$ cat src/rtl/theremin_pkg.sv
// Shared types and defaults for the theremin oscillator front end.
package theremin_pkg;

    // Period meter FSM: hunting for the first edge, or timing windows.
    typedef enum logic {
        ALIGN   = 1'b0,
        MEASURE = 1'b1
    } meter_state_t;

    // Minimum clk cycles between successive result pulses.
    localparam int HOLDOFF_DEFAULT = 4;

endpackage

$ cat src/rtl/osc_period_meter_if.sv
// Result stream from the period meter into the log/LUT stage.
interface osc_period_meter_if #(
    parameter int OUT_B = 16
);
    logic [OUT_B-1:0] out_data;
    logic             out_valid;

    modport master (output out_data, output out_valid);
    modport slave  (input  out_data, input  out_valid);
endinterface

$ cat src/rtl/edge_sync.sv
// Two-flop synchronizer for an asynchronous square wave, with rising-edge detect.
module edge_sync (
    input  logic clk,
    input  logic reset,
    input  logic async_in,
    output logic rise
);

    logic sync_q1;
    logic sync_q2;
    logic sync_q3;

    // Synchronize the input and keep one extra delayed copy for edge detection.
    always_ff @(posedge clk) begin
        if (reset) begin
            sync_q1 <= 1'b0;
            sync_q2 <= 1'b0;
            sync_q3 <= 1'b0;
        end else begin
            sync_q1 <= async_in;
            sync_q2 <= sync_q1;
            sync_q3 <= sync_q2;
        end
    end

    assign rise = sync_q2 & ~sync_q3;

endmodule

$ cat src/rtl/osc_period_meter.sv
// Measures clk cycles spanned by 2**AVG_LOG2 oscillator periods and
// emits rate-limited, saturating results.
//
//   state   | meaning
//   --------+-----------------------------------------------------------
//   ALIGN   | idle / waiting for the first synchronized rising edge
//   MEASURE | counting clk cycles and edges of the current window
module osc_period_meter
    import theremin_pkg::*;
#(
    parameter int OUT_B    = 16,
    parameter int AVG_LOG2 = 3,
    parameter int HOLDOFF  = HOLDOFF_DEFAULT
) (
    input  logic                clk,
    input  logic                reset,
    input  logic                enable,
    input  logic                osc_in,
    osc_period_meter_if.master  out_if
);

    localparam int HOLD_W = $clog2(HOLDOFF) + 1;
    localparam logic [HOLD_W-1:0] HOLD_LOAD = HOLD_W'(HOLDOFF - 1);
    localparam logic [OUT_B-1:0]  CNT_MAX   = '1;
    localparam int PER_LAST_I = (1 << AVG_LOG2) - 1;
    localparam logic [AVG_LOG2:0] PER_LAST  = PER_LAST_I[AVG_LOG2:0];

    meter_state_t        state;
    logic [OUT_B-1:0]    cyc_cnt;
    logic [AVG_LOG2:0]   per_cnt;
    logic [HOLD_W-1:0]   hold_cnt;
    logic                pending;
    logic [OUT_B-1:0]    pend_data;
    logic [OUT_B-1:0]    out_data_q;
    logic                out_valid_q;

    logic                rise;
    logic                timeout;
    logic                win_done;
    logic                res_evt;
    logic [OUT_B-1:0]    res_val;

    edge_sync u_edge_sync (
        .clk      (clk),
        .reset    (reset),
        .async_in (osc_in),
        .rise     (rise)
    );

    // cyc_cnt holds (cycles elapsed since the window-start edge) - 1, so the
    // closing edge reports cyc_cnt + 1 and never needs to exceed all ones.
    // Timeout beats a coincident edge.
    always_comb begin
        timeout  = 1'b0;
        win_done = 1'b0;
        if (state == MEASURE && enable) begin
            timeout  = (cyc_cnt == CNT_MAX);
            win_done = rise && !timeout && (per_cnt == PER_LAST);
        end
        res_evt = timeout || win_done;
        res_val = timeout ? CNT_MAX : cyc_cnt + OUT_B'(1);
    end

    // Window FSM: the closing edge restarts the counters so it also opens the next window.
    always_ff @(posedge clk) begin
        if (reset) begin
            state   <= ALIGN;
            cyc_cnt <= '0;
            per_cnt <= '0;
        end else begin
            case (state)
                ALIGN: begin
                    cyc_cnt <= '0;
                    per_cnt <= '0;
                    if (enable && rise) begin
                        state <= MEASURE;
                    end
                end
                MEASURE: begin
                    if (!enable || timeout) begin
                        state   <= ALIGN;
                        cyc_cnt <= '0;
                        per_cnt <= '0;
                    end else if (win_done) begin
                        cyc_cnt <= '0;
                        per_cnt <= '0;
                    end else begin
                        cyc_cnt <= cyc_cnt + OUT_B'(1);
                        if (rise) begin
                            per_cnt <= per_cnt + (AVG_LOG2 + 1)'(1);
                        end
                    end
                end
                default: state <= ALIGN;
            endcase
        end
    end

    // Output stage: rate-limit pulses, keeping only the newest result while held off.
    always_ff @(posedge clk) begin
        if (reset) begin
            out_data_q  <= '0;
            out_valid_q <= 1'b0;
            pending     <= 1'b0;
            pend_data   <= '0;
            hold_cnt    <= '0;
        end else begin
            out_valid_q <= 1'b0;
            if (hold_cnt != '0) begin
                hold_cnt <= hold_cnt - HOLD_W'(1);
            end
            if (!enable) begin
                pending <= 1'b0;
            end else if (res_evt || pending) begin
                if (hold_cnt == '0) begin
                    out_valid_q <= 1'b1;
                    out_data_q  <= res_evt ? res_val : pend_data;
                    pending     <= 1'b0;
                    hold_cnt    <= HOLD_LOAD;
                end else begin
                    pending <= 1'b1;
                    if (res_evt) begin
                        pend_data <= res_val;
                    end
                end
            end
        end
    end

    assign out_if.out_data  = out_data_q;
    assign out_if.out_valid = out_valid_q;

endmodule

$ cat src/flat_wrapper.sv
// flat-port wrapper written by rule: the top's interface ports become plain ports
module osc_period_meter_flat import theremin_pkg::*;
#(
    parameter int OUT_B    = 16,
    parameter int AVG_LOG2 = 3,
    parameter int HOLDOFF  = HOLDOFF_DEFAULT
)
  (clk, reset, enable, osc_in, out_if_out_data, out_if_out_valid);
  osc_period_meter_if #(.OUT_B(OUT_B)) out_if_i ();
  input  logic clk;
  input  logic reset;
  input  logic enable;
  input  logic osc_in;
  output wire logic [$bits(out_if_i.out_data)-1:0] out_if_out_data;
  output wire logic [$bits(out_if_i.out_valid)-1:0] out_if_out_valid;
  assign out_if_out_data = out_if_i.out_data;
  assign out_if_out_valid = out_if_i.out_valid;
  osc_period_meter #(.OUT_B(OUT_B), .AVG_LOG2(AVG_LOG2), .HOLDOFF(HOLDOFF)) u_core (.clk(clk), .reset(reset), .enable(enable), .osc_in(osc_in), .out_if(out_if_i));
endmodule
$ cat config.mk
export PLATFORM = sky130hd
export DESIGN_NAME = osc_period_meter_flat
export DESIGN_NICKNAME = d
export VERILOG_FILES = /design/src/rtl/theremin_pkg.sv /design/src/rtl/osc_period_meter_if.sv /design/src/rtl/edge_sync.sv /design/src/rtl/osc_period_meter.sv /design/src/flat_wrapper.sv
export SDC_FILE = /design/constraint.sdc
export NUM_CORES = 1
export LEC_CHECK = 0
export CORE_MARGIN = 4
export CORE_UTILIZATION = 51
export DETAILED_ROUTE_END_ITERATION = 12
export PLACE_DENSITY = 0.72
export SLEW_MARGIN = 20
export SYNTH_ARGS = -nofsm -noshare
export SYNTH_HDL_FRONTEND = slang
export SYNTH_SLANG_ARGS = --single-unit
export TNS_END_PERCENT = 50
$ cat constraint.sdc
create_clock -name clk -period 3 [get_ports clk]
set_input_delay 0.6 -clock clk [delete_from_list [all_inputs] [get_ports clk]]
set_output_delay 0.6 -clock clk [all_outputs]
set_load 0.02 [all_outputs]
; ---- Word-level counts from Yosys, hierarchy flattened
; Index checks and enable logic that the tools add are counted.
[totals]
register_bits = 61
input_bits = 4
[classes]
n_addsub = 3
n_eq_ne = 3
n_mux = 20
n_bitwise = 6
reduce_logical = 15
[ops]
columns = op, count
row1 = $mux 16, 4
row2 = $pmux 16 s2, 1
row3 = $add 16x1->16 const B, 1
row4 = $eq 16x16->1 const B, 1
row5 = $mux 3, 4
row6 = $mux 4, 3
row7 = $pmux 4 s2, 1
row8 = $mux 1, 6
row9 = $reduce_and 3->1, 2
row10 = $not 1->1, 5
row11 = $add 4x1->4 const B, 1
row12 = $eq 4x3->1 const B, 1
row13 = $logic_and 1x1->1, 4
row14 = $ne 4x4->1 const B, 1
row15 = $logic_not 3->1, 1
row16 = $logic_or 1x1->1, 3
row17 = $reduce_bool 3->1, 1
row18 = $reduce_or 3->1, 1
row19 = $sub 3x1->3 const B, 1
row20 = $logic_not 1->1, 2
row21 = $pmux 1 s2, 1
row22 = $reduce_or 2->1, 1
row23 = $and 1x1->1, 1

; ---- Longest topological paths before layout
[logic_depth]
word_depth = 9
depth_mapped = 8
depth_no_buf = 7

; ---- Cells and area by module
; From an unflattened synthesis, not the netlist that was laid out.
[unflattened]
hier_cells = 291
area_unflattened_um2 = 2720.1
[modules_own_cells]
columns = mod, n_inst, cells_per_inst, area_each_um2
row1 = osc_period_meter, 1, 284, 2632.5
row2 = edge_sync, 1, 7, 87.6

; ---- Worst setup path before layout
; No wires, ideal clock.
[synth_timing]
kind = register to register
from = register u_core.cyc_cnt[0]
to = register u_core.out_data_q[10] (netlist: u_core.out_if.out_data[10])
setup_time_ns = 0.117
arrival_ns = 2.045
slack_ns = 0.839
stages_incl_launch_ff = 8
n_path_buf = 1
synth_period_minus_slack_ns = 2.161
cell_sequence = dfxtp_1 ha_1 nand2_1 or4_4 o211ai_4 a31oi_4 buf_2 a22o_1
[synth_via]
elab_chain_len = 8
[synth_lines]
columns = element, line
row1 = from (decl), osc_period_meter.sv:29  ; logic [OUT_B-1:0] cyc_cnt;
row2 = from (signal assigned), osc_period_meter.sv:88  ; cyc_cnt <= cyc_cnt + OUT_B'(1);
row3 = branches (longest 8 deep; another with $add 16x1->16), n/a
row4 = to (signal assigned), osc_period_meter.sv:117  ; out_data_q <= res_evt ? res_val : pend_data;
row5 = to (decl), osc_period_meter.sv:34  ; logic [OUT_B-1:0] out_data_q;
; Several ways; the timed one is not identified.
; A chain may end at the register's enable or synchronous reset.

; ---- Worst setup path in the final report
[layout_timing]
from = register u_core.cyc_cnt[1]
to = register u_core.pend_data[7]
[layout_via]
elab_chain_len = 8
[layout_lines]
columns = element, line
row1 = branches (longest 8 deep; another with $add 16x1->16), n/a
row2 = to (signal assigned), osc_period_meter.sv:123  ; pend_data <= res_val;
row3 = to (decl), osc_period_meter.sv:33  ; logic [OUT_B-1:0] pend_data;
; Several ways; the timed one is not identified.

==> results.py <==
metrics = {
    "critical_path": {
        "crit_fanout": 18,
        "start_kind": "flop",
        "path_class": "reg2reg",
        "cpPeakStageDelay_ps": 580,
        "cp.arrival_ps": 2770,
        "crit_path_end_kind": "flop",
        "critical-path-slowest-cell": "or4_4",
        "cp.required_ps": 3240,
        "critical_path.cell_chain": "ha_1 -> nand2_1 -> or4_4 -> o21ai_2 -> buf_12 -> a21oi_1 -> a211oi_1",
    },
    "routing": {
        "drt-vias-per-instance": 5.479,
        "m1WireLength_um": 2638,
        "vias": 1967,
        "dr.pass1.iters": 4,
        "routed_wl_um": 5249,
        "drt_iter0_drc": 113,
        "drt.antenna.violating_nets": 0,
        "maxUsedRoutingLayer": "met4",
        "met2_length_um": 2316,
        "wl_per_cell_um": 14.62,
        "drc_errors": 0,
        "met3WireLength_um": 187,
    },
    "place": {
        "dp.final_hpwl_um": 3570,
        "placed_area_sq_um": 2830,
        "port_buffers": 20,
        "gp_congestion": 0.8213,
        "post-place-ws_ps": 381.7,
    },
    "synth": {
        "synth-edff-count": 0,
        "yosysWarnings": 0,
        "netlist-cell-type-count": 45,
        "async_reset_ff_frac": 0,
        "synth_nets": 270,
        "syn_area_sq_um": 2527,
        "ys_seq_area_frac": 0.4832,
        "synth_ff_type": "dfxtp_1",
        "synth_seq_cells": 61,
        "synth_area_per_cell_sq_um": 9.684,
        "postSynthCellCount": 261,
    },
    "floorplan": {
        "boundaryPins": 21,
        "die_area_sq_um": 6146,
        "core.rowCount": 25,
        "core_area_sq_um": 4755,
        "die_w_um": 78.40,
        "start_util": 0.5316,
        "die_h_um": 78.40,
    },
    "finish": {
        "final_cell_mix": "61 x dfxtp_1, 29 x nor2_1, 20 x clkdlybuf4s50_1",
        "nFillCells": 409,
        "antenna_cells": 0,
        "final-seq-area_sq_um": 1221,
        "drive_gt1_frac": 0.1164,
        "finalInstanceArea_sq_um": 3022,
        "layout_commonest_cell": "dfxtp_1",
        "nNetsFinal": 296,
        "areaGrowthSynthToFinish_pct": 19.55,
        "multi_input_area_sq_um": 1215,
    },
    "cts": {
        "cts_hold_buf": 0,
        "clock_sinks": 61,
        "cts_setup_buffers": 0,
        "cts_resized": 0,
        "clock_latency_ps": 330,
        "h-tree-depth": 3,
        "cts_buffer_depth": 2,
        "root_buffer": "clkbuf_8",
        "cts_made_buffers": 9,
        "clk_pin_slew_ps": 70,
        "cts_tree": "done",
    },
    "power_and_ir_drop": {
        "power_mw": 1.751,
        "ir_drop_v": 0.0006530,
        "leakage_nw": 1.018,
        "power.density_nw_per_um2": 579.6,
    },
    "outcome": {
        "status": "completed",
    },
    "timing": {
        "period_share": 0.8440,
        "worst_slew_pin_slew_ps": 613.6,
        "worst_clock_skew_ps": 3.898,
        "maxSlewHeadroom": 0.5909,
        "hold_slack_ps": 442.3,
        "layout_setup_ws_ps": 467.9,
        "finalSetupTns_ps": 0,
        "period_needed_ps": 2532,
        "hold_viol_final": 0,
        "setup_viol_count_final": 0,
        "rsz0062_at_grt": "false",
        "finalMaxSlewViolations": 0,
        "fmax_ghz": 0.3949,
    },
    "global_route": {
        "grt_pass1_vias": 1935,
        "overflow": 0,
        "grt_pass1_wl_um": 8983,
        "antenna_found_initial": 0,
        "grt.total_usage": 0.1907,
        "grt_max_degree": 21,
    },
    "run": {
        "drv_cap": 0,
    },
    "hold_path": {
        "hp-class": "reg2reg",
    },
}
[worst max-delay path: cells and delay by family (launching register included)]
kind	cells	cell delay [ps]
AO/OA/AOI/OAI	3	870
adder cells (fa/ha/maj)	1	260
AND/OR/NAND/NOR	2	740
flip-flops	1	350
buffers and inverters	1	220
[synthesized netlist by cell type (3+ instances only)]
| cell type | instances | area share |
|---|---|---|
| dfxtp_1 | 61 | 0.48 |
| clkbuf_1 | 6 | 0.0089 |
| inv_1 | 9 | 0.013 |
| a2bb2oi_1 | 11 | 0.038 |
| ha_1 | 5 | 0.025 |
| nand3_1 | 7 | 0.014 |
| and2_1 | 4 | 0.0099 |
| nand2_1 | 12 | 0.018 |
| nand4_1 | 6 | 0.015 |
| xnor2_1 | 12 | 0.042 |
| nor4_1 | 3 | 0.0074 |
| nor2b_1 | 7 | 0.017 |
| buf_2 | 4 | 0.0079 |
| o22ai_1 | 3 | 0.0074 |
| nor3_1 | 3 | 0.0059 |
| a21oi_1 | 16 | 0.032 |
| a211oi_1 | 10 | 0.030 |
| a311oi_1 | 4 | 0.014 |
| xor2_1 | 3 | 0.010 |
| a22o_1 | 11 | 0.038 |
| o2bb2ai_1 | 6 | 0.021 |
| nor2_1 | 29 | 0.043 |
[sequential cells by signal, summed over array words and instances, names as in the netlist]
name,count
u_core.pend_data,16
u_core.cyc_cnt,16
u_core.out_if.out_valid,1
u_core.u_edge_sync.sync_q1,1
u_core.out_if.out_data,16
u_core.hold_cnt,3
u_core.per_cnt,4
u_core.u_edge_sync.sync_q3,1
u_core.state,1
u_core.pending,1
u_core.u_edge_sync.sync_q2,1
[stage by stage]
step	utilization	std cells
final	0.6355	359
after global routing	0.6355	359
after CTS	0.6355	359
after detailed placement	0.5953	343
after global placement	0.5953	343
after floorplan	-	261
[final timing paths]
| check | from | end | slack [ps] | cells past startpoint |
|---|---|---|---|---|
| worst max-delay path | u_core.cyc_cnt[1] | u_core.pend_data[7] | 470 | 7 |
| worst min-delay path | u_core.u_edge_sync.sync_q1 | u_core.u_edge_sync.sync_q2 | 440 | 1 |
| worst max register to register | u_core.cyc_cnt[1] | u_core.pend_data[7] | 470 | 7 |
| worst min register to register | u_core.u_edge_sync.sync_q1 | u_core.u_edge_sync.sync_q2 | 440 | 1 |
[per-layer routing]
metal,up-vias,GRT usage
li1,1003,-
met1,921,0.2502
met2,34,0.2851
met3,9,0.05619
met4,0,0.09615
met5,-,0
[where the power goes]
part / internal, mW / switching [mW] / total, mW
logic: 0.0709 / 0.134 / 0.205
registers: 0.830 / 0.0118 / 0.842
clock network: 0.400 / 0.304 / 0.705
[layout make-up]
class | count | share of cell area
tap | 67 | 0.02774
inverter | 10 | 0.01242
clock inverter | 5 | 0.01656
timing repair buffer | 28 | 0.09027
multi-input combinational | 177 | 0.4021
clock buffer | 11 | 0.04679
sequential | 61 | 0.4041
[kinds of logic after synthesis]
| family | count (synthesis) | share of synthesized area |
|---|---|---|
| multiplexers | 2 | 0.007921 |
| XOR/XNOR | 15 | 0.05198 |
| AO/OA/AOI/OAI | 71 | 0.2238 |
| adder cells (fa/ha/maj) | 5 | 0.02475 |
| buffers and inverters | 23 | 0.03762 |
| flip-flops | 61 | 0.4832 |
| AND/OR/NAND/NOR | 84 | 0.1708 |
Power figures use the tool's default switching activity.
==> edit 1 (config.mk and constraints unchanged) <==
`HOLDOFF_DEFAULT`: 4 -> 8.
--- a/src/rtl/theremin_pkg.sv
+++ b/src/rtl/theremin_pkg.sv
@@ -8,7 +8,7 @@
     } meter_state_t;
 
     // Minimum clk cycles between successive result pulses.
-    localparam int HOLDOFF_DEFAULT = 4;
+    localparam int HOLDOFF_DEFAULT = 8;
 
 endpackage
 
Behaviour: no difference found for any inputs over 10 cycles, from zero or initial values and one cycle with reset high; that may be too few to reach the edited logic, so the function may still have changed.
==> edit 1 against the original RTL <==
- routed wire length up 1.1%
- global-route usage is 0.28 points lower
- clock power increased by 6.8%
- final area down 0.46%
- total power up 2.1%
- area after synthesis grew 1.2%
- largest power group unchanged
- sequential cell count grew 1
- setup slack worse by 0.088 ns
- die area grew 1.1%
==> edit 1: results (changes against the original RTL) <==
| Item | Value | vs unedited |
|:---|:---|:---|
| Run status | finished clean |  |
| Slew at the pin with the worst max-slew slack | 0.615 ns | +0.00184 ns |
| Post-layout net count | 288 | -2.7% |
| Via Count | 1950 | -0.86% |
| Initial antenna violation count | 0 | unchanged |
| ANT cells | 0 | unchanged |
| Wire length of the first global-routing pass | 9000 um | +0.16% |
| Highest net fanout along the worst path | 16 | -2 |
| Synthesized Nets | 266 | -1.5% |
| Family of cells with the greatest summed delay on the critical path | simple AND/OR/NAND/NOR gates |  |
| Maximum clock path buffer count | 2 | unchanged |
| Master cell of the clock root buffer | clkbuf_8 |  |
| Fraction of final layout cells with drive strength greater than 1 | 0.105 | -0.0112 |
| Overall global routing resource usage | 0.188 | -0.00281 |
| Part of the Yosys area used for sequential elements | 0.485 | +0.00215 |
| 1st-iter DRT viols | 91 | -19% |
| First-pass iteration count of the detailed router | 4 | unchanged |
| Clock buffer count from CTS | 9 | unchanged |
| Mean routed wirelength per cell | 15.1 um | +3.1% |
| Final RePlAce weighted congestion | 0.839 | +2.2% |
| Final clock skew | 0.0125 ns | +0.00862 ns |
| Max IR drop VDD | 0.332 mV | -49% |
| Detailed placer's ending HPWL | 3690 um | +3.5% |
| Top cells by area in the synthesized netlist | dfxtp_1 (49%), o2bb2ai_1 (7.9%), nor2_1 (4.7%) |  |
| Clock latency at the later pin of the worst-skew pair | 0.35 ns | +0.02 ns |
| Crit path arrival time | 2.86 ns | +0.09 ns |
| Setup repair bufs after CTS | 0 | unchanged |
| Crit-path max cell delay | 0.64 ns | +0.06 ns |
| Max-slew violation count | 0 | unchanged |
| Clock edge transition at the registers on the reported setup and hold paths | 0.07 ns | about the same |
| Maximum number of pins on one net before global-route repair | 19 | -9.5% |
| Cells resized by post-CTS repair | 0 | unchanged |
| Count of yosys warnings during synthesis | 0 | unchanged |
| Number of global-route vias before repair | 1810 | -6.5% |
| Leak pwr | 1.04 nW | +2.0% |
| Sum of negative setup slack | 0 ns | unchanged |
| Count of input and output buffers | 20 | unchanged |
| Worst hold path type | flip-flop to flip-flop |  |
| Critical path's slowest cell | or4_1 |  |
| Async S/R FF share, synth | 0 | unchanged |
| Number of distinct library cells after synthesis | 44 | -2.2% |
| Number of levels the H-tree was split into | 3 | unchanged |
| Ranking of synthesized cells by instance count | dfxtp_1 (62), nor2_1 (32), o2bb2ai_1 (23), nand2_1 (11) |  |
-- edit 1: cell types whose count changed in the layout (fill, tap and decap cells not counted), sizes merged, moves of 5 or more --
cell	change
a21oi	-12
a22o	-5
a2bb2oi	-8
buf	-5
o2bb2ai	+17
xnor2	-5
xor2	+6
-- edit 1: report_power, final --
group          internal (mW)  switching, mW
Sequential             0.846         0.0160
Clock                  0.427          0.326
Combinational         0.0738         0.0999
Total                   1.35          0.442
-- edit 1: final timing paths --
path                            slack (ns)                         end                        from  cells past startpoint
worst max-delay path                  0.38  u_core.out_if.out_data[10]           u_core.cyc_cnt[0]                      6
worst min-delay path                  0.46  u_core.u_edge_sync.sync_q2  u_core.u_edge_sync.sync_q1                      1
worst max register to register        0.38  u_core.out_if.out_data[10]           u_core.cyc_cnt[0]                      6
worst min register to register        0.46  u_core.u_edge_sync.sync_q2  u_core.u_edge_sync.sync_q1                      1
-- edit 1: routing by layer --
metal	GRT usage	part of all wire	wire [um]
met1	0.267	0.53	2790
met2	0.259	0.41	2200
met3	0.0431	0.044	234
met4	0.108	0.016	83
met5	0	0	0
-- edit 1: stage by stage --
| stage | instance area, um^2 | setup slack (ns) | util | hold slack, ns | cells |
|---|---|---|---|---|---|
| floorplan | 2560 | 0.731 | - | 0.414 | 258 |
| global placement | 2800 | 0.477 | 0.585 | 0.418 | 336 |
| detailed placement | 2800 | 0.415 | 0.585 | 0.425 | 336 |
| CTS | 3010 | 0.397 | 0.628 | 0.454 | 352 |
| global route | 3010 | 0.256 | 0.628 | 0.476 | 352 |
| finish | 3010 | 0.380 | 0.628 | 0.457 | 352 |
-- edit 1: worst reg2reg max path, delay by kind of cell, from the launching register on --
family,cells,cell delay (ns)
and+or+nand+nor,3,1.09
DFF,1,0.44
muxes,1,0.38
adders and majority gates,1,0.35
AOI/OAI and AO/OA,1,0.26
-- edit 1: area by class of cell --
| class | count | area [um^2] |
|---|---|---|
| clock inverters | 5 | 57.6 |
| clock buffers | 11 | 151 |
| flip-flops and latches | 62 | 1240 |
| fillers | 420 | 1780 |
| multi-input cells | 176 | 1220 |
| repair buffers | 23 | 223 |
| inverters | 8 | 30.0 |
| well taps | 67 | 83.8 |
-- edit 1: cell families (layout without fill, tap and decap cells) --
group                      after synthesis  after routing  synth area share
xor gates and xnor gates                16             16            0.0548
DFF                                     62             62             0.485
and+or+nand+nor                         95             95             0.195
muxes                                    3              3            0.0166
buffers and inverters                   20             47            0.0372
AOI/OAI and AO/OA                       58             58             0.191
adders and majority gates                4              4            0.0196
==> edit 2 (config.mk and constraints unchanged) <==
Made on the original files. Add an input register stage for `enable` and `osc_in`; this delays them by one clock. The other inputs are not delayed to match.
--- a/src/rtl/osc_period_meter.sv
+++ b/src/rtl/osc_period_meter.sv
@@ -25,6 +25,14 @@
     localparam int PER_LAST_I = (1 << AVG_LOG2) - 1;
     localparam logic [AVG_LOG2:0] PER_LAST  = PER_LAST_I[AVG_LOG2:0];
 
+    logic enable_q;
+    logic osc_q;
+
+    always_ff @(posedge clk) begin
+        enable_q <= enable;
+        osc_q    <= osc_in;
+    end
+
     meter_state_t        state;
     logic [OUT_B-1:0]    cyc_cnt;
     logic [AVG_LOG2:0]   per_cnt;
@@ -43,7 +51,7 @@
     edge_sync u_edge_sync (
         .clk      (clk),
         .reset    (reset),
-        .async_in (osc_in),
+        .async_in (osc_q),
         .rise     (rise)
     );
 
@@ -53,7 +61,7 @@
     always_comb begin
         timeout  = 1'b0;
         win_done = 1'b0;
-        if (state == MEASURE && enable) begin
+        if (state == MEASURE && enable_q) begin
             timeout  = (cyc_cnt == CNT_MAX);
             win_done = rise && !timeout && (per_cnt == PER_LAST);
         end
@@ -72,12 +80,12 @@
                 ALIGN: begin
                     cyc_cnt <= '0;
                     per_cnt <= '0;
-                    if (enable && rise) begin
+                    if (enable_q && rise) begin
                         state <= MEASURE;
                     end
                 end
                 MEASURE: begin
-                    if (!enable || timeout) begin
+                    if (!enable_q || timeout) begin
                         state   <= ALIGN;
                         cyc_cnt <= '0;
                         per_cnt <= '0;
@@ -109,7 +117,7 @@
             if (hold_cnt != '0) begin
                 hold_cnt <= hold_cnt - HOLD_W'(1);
             end
-            if (!enable) begin
+            if (!enable_q) begin
                 pending <= 1'b0;
             end else if (res_evt || pending) begin
                 if (hold_cnt == '0) begin
Behaviour: no difference found for any inputs over 10 cycles, from zero or initial values and one cycle with reset high; that may be too few to reach the edited logic, so the function may still have changed.
==> edit 2 against the original RTL <==
- routed wire length increased by 0.59%
- area after synthesis up 0.89%
- utilization down 0.99 points
- sequential cell count rose by 2
- total power increased by 3.1%
- final area decreased by 0.91%
- clock skew rose by 0.0087 ns
- setup slack gained 0.14 ns
- critical path type unchanged
- critical endpoint is now u_core.pend_data[4]
==> edit 2: results (changes against the original RTL) <==
| Item | Value | vs unedited |
|:---|:---|:---|
| Cells resized by post-CTS repair | 0 | unchanged |
| R2R setup slack | 0.61 ns | +0.14 ns |
| Synth Area in Compound Gates | 0.225 | +0.00146 |
| Family of cells with the greatest summed delay on the critical path | simple AND/OR/NAND/NOR gates |  |
| Multiplexer share of the synthesized area | 0.00785 | -0.0000700 |
| Crit-path max cell delay | 0.81 ns | +0.23 ns |
| Power drawn by the combinational cells | 0.205 mW | about the same |
| Part of the Yosys area used for sequential elements | 0.495 | +0.0114 |
| Worst flop-to-flop path startpoint | u_core.cyc_cnt[0] |  |
| Worst max-slew margin expressed relative to the limit | 0.305 | -0.286 |
| Top cells by area in the synthesized netlist | dfxtp_1 (49%), xnor2_1 (4.5%), a211oi_1 (4.1%) |  |
| Worst Hold Slack | 0.443 ns | +0.000372 ns |
| Global routing met1 resource utilization | 0.249 | -0.000720 |
| Max IR drop VDD | 0.395 mV | -39% |
| Total Wirelength | 5280 um | +0.59% |
| Seq power | 0.868 mW | +3.1% |
| Clock latency at the later pin of the worst-skew pair | 0.34 ns |  |
| Worst setup path category | flip-flop to flip-flop |  |
| Routing usage on met3 | 0.0737 | +0.0175 |
| Highest net fanout along the worst path | 13 | -5 |
| Clock buffer count from CTS | 9 | unchanged |
| Ranking of synthesized cells by instance count | dfxtp_1 (63), nor2_1 (26), a21oi_1 (17), a211oi_1 (14), xnor2_1 (13) |  |
| Met3 WL | 266 um | +42% |
| Critical path's slowest cell | nor2_1 |  |
| Metal-1 WL | 2590 um | -1.9% |
| WHS Endpoint | u_core.u_edge_sync.sync_q1 |  |
| Fraction of power spent switching nets | 0.265 | +0.00831 |
| Start point of the worst hold path | u_core.osc_q |  |
| Synthesized Nets | 265 | -1.9% |
| Overall global routing resource usage | 0.192 | +0.000943 |
| Post-layout net count | 287 | -3.0% |
| Fraction of final layout cells with drive strength greater than 1 | 0.103 | -0.0136 |
| Run status | finished clean |  |
| Post-synthesis xor/xnor area fraction | 0.0515 | -0.000459 |
| Fraction of the mapped netlist area in adder cells | 0.0245 | -0.000219 |
| Detailed placer's ending HPWL | 3550 um | -0.52% |
| Post-DR vias/cell | 5.66 | +3.2% |
| 1st-iter DRT viols | 79 | -30% |
| Number of global-route vias before repair | 1916 | -0.98% |
| Maximum number of pins on one net before global-route repair | 29 | +38% |
| Wire length of the first global-routing pass | 9140 um | +1.8% |
| Reg2reg end | u_core.pend_data[4] |  |
| Met2 routed WL | 2350 um | +1.5% |
| Final RePlAce weighted congestion | 0.818 | -0.43% |
| Number of distinct library cells after synthesis | 46 | +2.2% |
| Global routing met2 resource utilization | 0.284 | -0.000722 |
| Leak pwr | 0.983 nW | -3.5% |
[edit 2: final cells by class]
| class | count | area (um^2) |
|---|---|---|
| inverters | 8 | 35.0 |
| clock buffers | 10 | 138 |
| fillers | 405 | 1790 |
| multi-input cells | 170 | 1170 |
| well taps | 67 | 83.8 |
| clock inverters | 5 | 58.8 |
| flip-flops and latches | 63 | 1260 |
| repair buffers | 26 | 245 |
[edit 2: stage by stage]
stage               instance area (um^2)  std cells  power [mW]  setup slack, ns
floorplan                           2550        256        1.03            0.830
global placement                    2800        334        1.09            0.716
detailed placement                  2800        334        1.09            0.628
CTS                                 2990        349        1.82            0.622
global route                        2990        349        1.88            0.335
finish                              2990        349        1.80            0.609
[edit 2: logic make-up after synthesis]
kind of cell / count (synthesis)
AO/OA/AOI/OAI: 77
AND/OR/NAND/NOR: 71
flip-flops: 63
buffers and inverters: 23
XOR/XNOR: 15
adder cells (fa/ha/maj): 5
multiplexers: 2
